--- config.mk ---
export PLATFORM = sky130hd
export DESIGN_NAME = iterative_divider
export DESIGN_NICKNAME = d
export VERILOG_FILES = /design/src/rtl/iterative_divider.sv
export SDC_FILE = /design/constraint.sdc
export NUM_CORES = 1
export LEC_CHECK = 0
export CAP_MARGIN = 25
export CELL_PAD_IN_SITES_DETAIL_PLACEMENT = 1
export CELL_PAD_IN_SITES_GLOBAL_PLACEMENT = 1
export CORE_MARGIN = 8
export CORE_UTILIZATION = 35
export CTS_BUF_LIST = sky130_fd_sc_hd__clkbuf_8 sky130_fd_sc_hd__clkbuf_16
export DETAILED_ROUTE_END_ITERATION = 10
export PLACE_DENSITY = 0.77
export REMOVE_ABC_BUFFERS = 1
export SYNTH_ARGS = -nofsm -noshare
export SYNTH_HDL_FRONTEND = slang
export SYNTH_SLANG_ARGS = --single-unit
export TNS_END_PERCENT = 50
--- constraint.sdc ---
create_clock -name clk -period 2.3 [get_ports clk]
set_input_delay 0.23 -clock clk [delete_from_list [all_inputs] [get_ports clk]]
set_output_delay 0.23 -clock clk [all_outputs]
set_load 0.01 [all_outputs]
--- src/rtl/iterative_divider.sv ---
// Multi-cycle unsigned restoring divider, one quotient bit per clock.
// Trial subtracts use a 4-bit-group borrow-lookahead subtractor.
// Optional feature macro: DIVIDER_EARLY_OUT_EN (dividend < divisor finishes at accept).
module iterative_divider #(
   parameter int unsigned WIDTH = 8
) (
   input  logic             clk,
   input  logic             rst_n,
   input  logic             in_valid,
   output logic             in_ready,
   input  logic [WIDTH-1:0] dividend,
   input  logic [WIDTH-1:0] divisor,
   output logic             out_valid,
   input  logic             out_ready,
   output logic [WIDTH-1:0] quotient,
   output logic [WIDTH-1:0] remainder,
   output logic             div_by_zero
);

   localparam int unsigned SW = WIDTH + 1;
   localparam int unsigned NG = (SW + 3) / 4;
   localparam int unsigned PW = NG * 4;
   localparam int unsigned CW = (WIDTH > 1) ? $clog2(WIDTH) : 1;

   typedef enum logic [1:0] {
      IDLE = 2'd0,
      BUSY = 2'd1,
      DONE = 2'd2
   } state_t;

   state_t           state_q, state_d;
   logic [WIDTH-1:0] r_q, r_d;
   logic [WIDTH-1:0] q_q, q_d;
   logic [WIDTH-1:0] dvs_q, dvs_d;
   logic [CW-1:0]    cnt_q, cnt_d;
   logic [WIDTH-1:0] quo_d, rem_d;
   logic             dbz_d;
   logic             in_ready_d, out_valid_d;

   logic [SW-1:0]    t_c;
   logic [PW-1:0]    sa_c, sb_c, diff_c;
   logic             borrow_c;
   logic             unused_diff;

   // One 4-bit group of a - b - bin with lookahead borrows; returns {bout, diff}
   function automatic logic [4:0] grp_sub(input logic [3:0] a, input logic [3:0] b,
                                          input logic bin);
      logic [3:0] p, g, bw;
      logic       bout;
      p     = ~(a ^ b);
      g     = ~a & b;
      bw[0] = bin;
      bw[1] = g[0] | (p[0] & bin);
      bw[2] = g[1] | (p[1] & g[0]) | (p[1] & p[0] & bin);
      bw[3] = g[2] | (p[2] & g[1]) | (p[2] & p[1] & g[0]) | (p[2] & p[1] & p[0] & bin);
      bout  = g[3] | (p[3] & g[2]) | (p[3] & p[2] & g[1]) | (p[3] & p[2] & p[1] & g[0])
              | ((&p) & bin);
      return {bout, (~p) ^ bw};
   endfunction

   // Trial value: partial remainder shifted left with the next dividend bit
   assign t_c  = {r_q, q_q[WIDTH-1]};
   assign sa_c = PW'(t_c);
   assign sb_c = PW'(dvs_q);

   // Group-serial borrow chain; zero padding groups just propagate the borrow
   always_comb begin : sub_chain
      logic       bin;
      logic [4:0] gr;
      bin    = 1'b0;
      gr     = '0;
      diff_c = '0;
      for (int g = 0; g < int'(NG); g++) begin
         gr                = grp_sub(sa_c[4*g +: 4], sb_c[4*g +: 4], bin);
         diff_c[4*g +: 4]  = gr[3:0];
         bin               = gr[4];
      end
      borrow_c = bin;
   end

   // Only the low WIDTH difference bits are kept as the new remainder
   assign unused_diff = ^diff_c[PW-1:WIDTH];

   // State register
   always_ff @(posedge clk or negedge rst_n) begin
      if (!rst_n) begin
         state_q <= IDLE;
      end else begin
         state_q <= state_d;
      end
   end

   // Next-state, datapath and next-output logic
   always_comb begin
      state_d = state_q;
      r_d     = r_q;
      q_d     = q_q;
      dvs_d   = dvs_q;
      cnt_d   = cnt_q;
      quo_d   = quotient;
      rem_d   = remainder;
      dbz_d   = div_by_zero;

      case (state_q)
         IDLE: begin
            if (in_valid && in_ready) begin
               dvs_d = divisor;
               r_d   = '0;
               q_d   = dividend;
               cnt_d = CW'(WIDTH - 1);
               dbz_d = 1'b0;
               if (divisor == '0) begin
                  state_d = DONE;
                  quo_d   = '1;
                  rem_d   = dividend;
                  dbz_d   = 1'b1;
               end
`ifdef DIVIDER_EARLY_OUT_EN
               else if (dividend < divisor) begin
                  state_d = DONE;
                  quo_d   = '0;
                  rem_d   = dividend;
               end
`endif
               else begin
                  state_d = BUSY;
               end
            end
         end
         BUSY: begin
            if (!borrow_c) begin
               r_d = diff_c[WIDTH-1:0];
               q_d = WIDTH'({q_q, 1'b1});
            end else begin
               r_d = t_c[WIDTH-1:0];
               q_d = WIDTH'({q_q, 1'b0});
            end
            if (cnt_q == '0) begin
               state_d = DONE;
               quo_d   = q_d;
               rem_d   = r_d;
            end else begin
               cnt_d = cnt_q - CW'(1);
            end
         end
         DONE: begin
            if (out_ready) begin
               state_d = IDLE;
            end
         end
         default: begin
            state_d = IDLE;
         end
      endcase

      in_ready_d  = (state_d == IDLE);
      out_valid_d = (state_d == DONE);
   end

   // Datapath and registered outputs
   always_ff @(posedge clk or negedge rst_n) begin
      if (!rst_n) begin
         r_q         <= '0;
         q_q         <= '0;
         dvs_q       <= '0;
         cnt_q       <= '0;
         quotient    <= '0;
         remainder   <= '0;
         div_by_zero <= 1'b0;
         in_ready    <= 1'b0;
         out_valid   <= 1'b0;
      end else begin
         r_q         <= r_d;
         q_q         <= q_d;
         dvs_q       <= dvs_d;
         cnt_q       <= cnt_d;
         quotient    <= quo_d;
         remainder   <= rem_d;
         div_by_zero <= dbz_d;
         in_ready    <= in_ready_d;
         out_valid   <= out_valid_d;
      end
   end

endmodule

==> results of run 1 <==
## metal layers
| layer | track usage, % | share of wire, % | vias up |
|---|---|---|---|
| met4 | 5.58 | 1.5 | 0 |
| met5 | 0 | 0 | - |
| li1 | - | - | 1010 |
| met3 | 2.98 | 3.4 | 7 |
| met2 | 22.9 | 50 | 33 |
| met1 | 17.2 | 45 | 1006 |
## flip-flops by register name, summed over array words and instances, names as in the netlist
signal,count
dvs_q,8
remainder,8
div_by_zero,1
r_q,8
q_q,8
quotient,8
out_valid,1
in_ready,1
state_q,2
cnt_q,3
## logic make-up (layout without fill, tap and decap cells)
group,count (synthesis),count (layout),synth area share (%)
buffers and inverters,28,86,4.66
multiplexers,11,11,4.61
XOR/XNOR,4,4,1.40
flip-flops,48,48,48.1
AND/OR/NAND/NOR,96,96,17.0
adder cells (fa/ha/maj),12,12,6.62
AO/OA/AOI/OAI,62,62,17.6
## cells in the mapped netlist (3+ instances only)
cell type / instances
nand2_1: 51
dfrtp_1: 48
nor2_1: 28
a21oi_1: 20
a21o_1: 14
inv_1: 14
ha_1: 10
clkbuf_1: 9
mux2i_1: 7
o22a_1: 5
o21ai_0: 4
buf_2: 3
mux2_1: 3
nand2b_1: 3
xnor2_1: 3
## power by group
part | leakage (nW) | internal, mW | switching (mW)
clock | 0.0452 | 0.203 | 0.281
sequential | 0.567 | 1.25 | 0.269
combinational | 0.935 | 1.67 | 1.67
total | 1.55 | 3.12 | 2.22
## path summary, 6_finish.rpt
kind,depth (start not counted),slack [ns],endpoint,from
worst max-delay path,8,0.08,remainder[4],r_q[0]
worst min register to register,2,0.48,dvs_q[6],dvs_q[6]
worst max register to register,8,0.08,remainder[4],r_q[0]
max in group asynchronous,3,1.30,r_q[0],rst_n
min in group clk,3,0.48,dvs_q[3],divisor[3]
worst min-delay path,2,0.46,quotient[6],rst_n
## layout make-up
class                      instances  share of cell area, %
timing repair buffer              65                   18.4
sequential                        48                   36.5
tap                               96                   3.65
clock buffer                       5                   2.09
clock inverter                     2                  0.266
multi-input combinational        185                   37.5
inverter                          14                   1.60
## placed cells by master (no fill, tap or decap), types with 2 or more instances in the layout
master           count
inv_1               15
mux2_1               3
buf_4               24
nand2b_1             3
ha_1                 8
nor2_1              28
dfrtp_1             48
clkbuf_8             5
and2_1               2
o22a_1               5
o21ai_0              4
xnor2_1              3
nand2_1             51
a21oi_1             19
a21o_1              14
buf_12               2
mux2i_2              2
a211oi_1             2
clkdlybuf4s50_1     37
o31ai_1              2
fa_1                 2
mux2i_1              5
ha_4                 2
## worst max-delay path: stages (launching register included)
cell	delay, ns
dfrtp_1	0.39
inv_1	0.12
ha_4	0.23
a41oi_2	0.19
o21ai_2	0.12
fa_1	0.50
nor2_1	0.05
mux2_1	0.32
o22a_1	0.19
## timing repair
| item | 4_1_cts | 5_1_grt |
|---|---|---|
| resized for setup | 3 | 8 |
| hold buffers | 1 | 0 |
| hold endpoints to repair | 22 | 0 |
| setup endpoints to repair | 15 | 10 |
| buffers inserted | 0 | 1 |
| pin swaps | 0 | 1 |
| gates cloned | 0 | 0 |
==> key figures, run 1 <==
STA
  • Crit path time final: 2.22 ns
  • # setup viols final: 0
  • Slew Viols, Final: 0
  • TNS Setup: 0 ns
  • Actual slew at the worst max-slew pin: 0.594 ns
  • Fmax achieved: 451 MHz
  • Relative slew slack: between 60 and 70%
  • Part of the cycle the worst path needs: a little over nine tenths
  • Final setup skew: roughly 0.0037 ns
  • WHS: 0.457 ns
  • Min setup slack post-route: about 0.083 ns
  • Final hold violations: 0
  • RSZ-0062 raised after global routing: no

Placed design
  • DP Cell Count: 406
  • Place WS: -0.103 ns
  • I/O Buffers: 38
  • RD Place Congestion: roughly 0.84
  • Placement Cell Area: 3140 sq um
  • HPWL after DPL: 4870 um

Yosys
  • Mapped Avg Cell Area: roughly 9.6 sq um
  • Synthesized instance count: 261
  • Mapped Area: 2490 sq um
  • Post-synth top area share: 48.1%
  • Ys flop type: dfrtp_1
  • Sequential area share after synthesis: 48.1%
  • Flop and latch count out of synthesis: 48
  • Area contributors post-synth: dfrtp_1, nand2_1, ha_1, a21o_1, nor2_1
  • Library cells used by synthesis: 48
  • Synth warn: 0
  • Yosys top cell by area: dfrtp_1
  • EDFF count, synth: 0
  • Post-synthesis async set-or-reset flop share: 100%

Floorplan
  • Placeable Area: 6830 sq um
  • Die height: 100 um
  • I/O pin cnt: 39
  • Cell Rows: 30
  • DIE AREA: approximately 10,000 sq um
  • Initial Util: 36.5%
  • Die X: ~100 um

Cells and area
  • Fin util: 48.2%
  • Design Area, Final: ~3300 sq um
  • Layout Cells excl Fill: 415
  • Nets: 351
  • Layout cells sized above 1: between 15 and 20%
  • Syn-to-layout area delta: 32.0%
  • Number of fill cells: 791
  • N_diodes: 0
  • FF/Latch Area: 1200 sq um
  • Multi-input gate area: roughly 1200 sq um

Job
  • Max Cap Viol: 0

Routing
  • Final ANT Viol Nets: 0
  • Routed Wire Length: 6640 um
  • DR vias: 2,056
  • Number of detailed-route iterations in the first pass: 4
  • Vias/cell: 4.95
  • Initial DRC count: 46
  • # DRC: 0
  • WL per Instance: 16.0 um

Hold path
  • Worst Hold Class: primary input to asynchronous set/reset pin

Global route
  • Gr ovfl total: 0
  • Largest net degree at the start of global routing: 27
  • Initial antenna violation count: 0
  • GR Util All Layers: between 10% and 20%
  • Vias in the first global route: 2,267
  • First-pass GRT wire length: 11,200 um

CTS
  • H-tree depth: 2
  • CTS tree: built
  • Clock Latency Late Sink: ~0.31 ns
  • Worst-path clk slew: 0.08 ns
  • Clock tree buffer depth: 2
  • Number of CTS-inserted buffers: 5
  • Root buf cell: clkbuf_8
  • Clock Sinks: 48

Pwr
  • Total Power: 5.34 mW
  • PD cells: roughly 1600 nW/um^2
  • Lkg Pwr: 1.55 nW
  • VDD IR-drop max: approximately 470 uV

Setup path
  • Critical path data arrival time: 2.41 ns
  • CP Max Fanout: 5
  • CP Capture Type: flip-flop
  • Critical Path RT: 2.50 ns
  • Crit Path Category: flip-flop to flip-flop
  • Critical Path Source Type: flip-flop

Status
  • Outcome: complete, no violations
Power figures use the tool's default switching activity.
==> run 2: changes to the inputs <==
--- a/config.mk
+++ b/config.mk
@@ -5,6 +5,7 @@
 export SDC_FILE = /design/constraint.sdc
 export NUM_CORES = 1
 export LEC_CHECK = 0
+export ABC_CLOCK_PERIOD_IN_PS = 2300
 export CAP_MARGIN = 25
 export CELL_PAD_IN_SITES_DETAIL_PLACEMENT = 1
 export CELL_PAD_IN_SITES_GLOBAL_PLACEMENT = 1
==> results of run 2 <==
Final layout, timing and power as in run 1 (identical DEF).
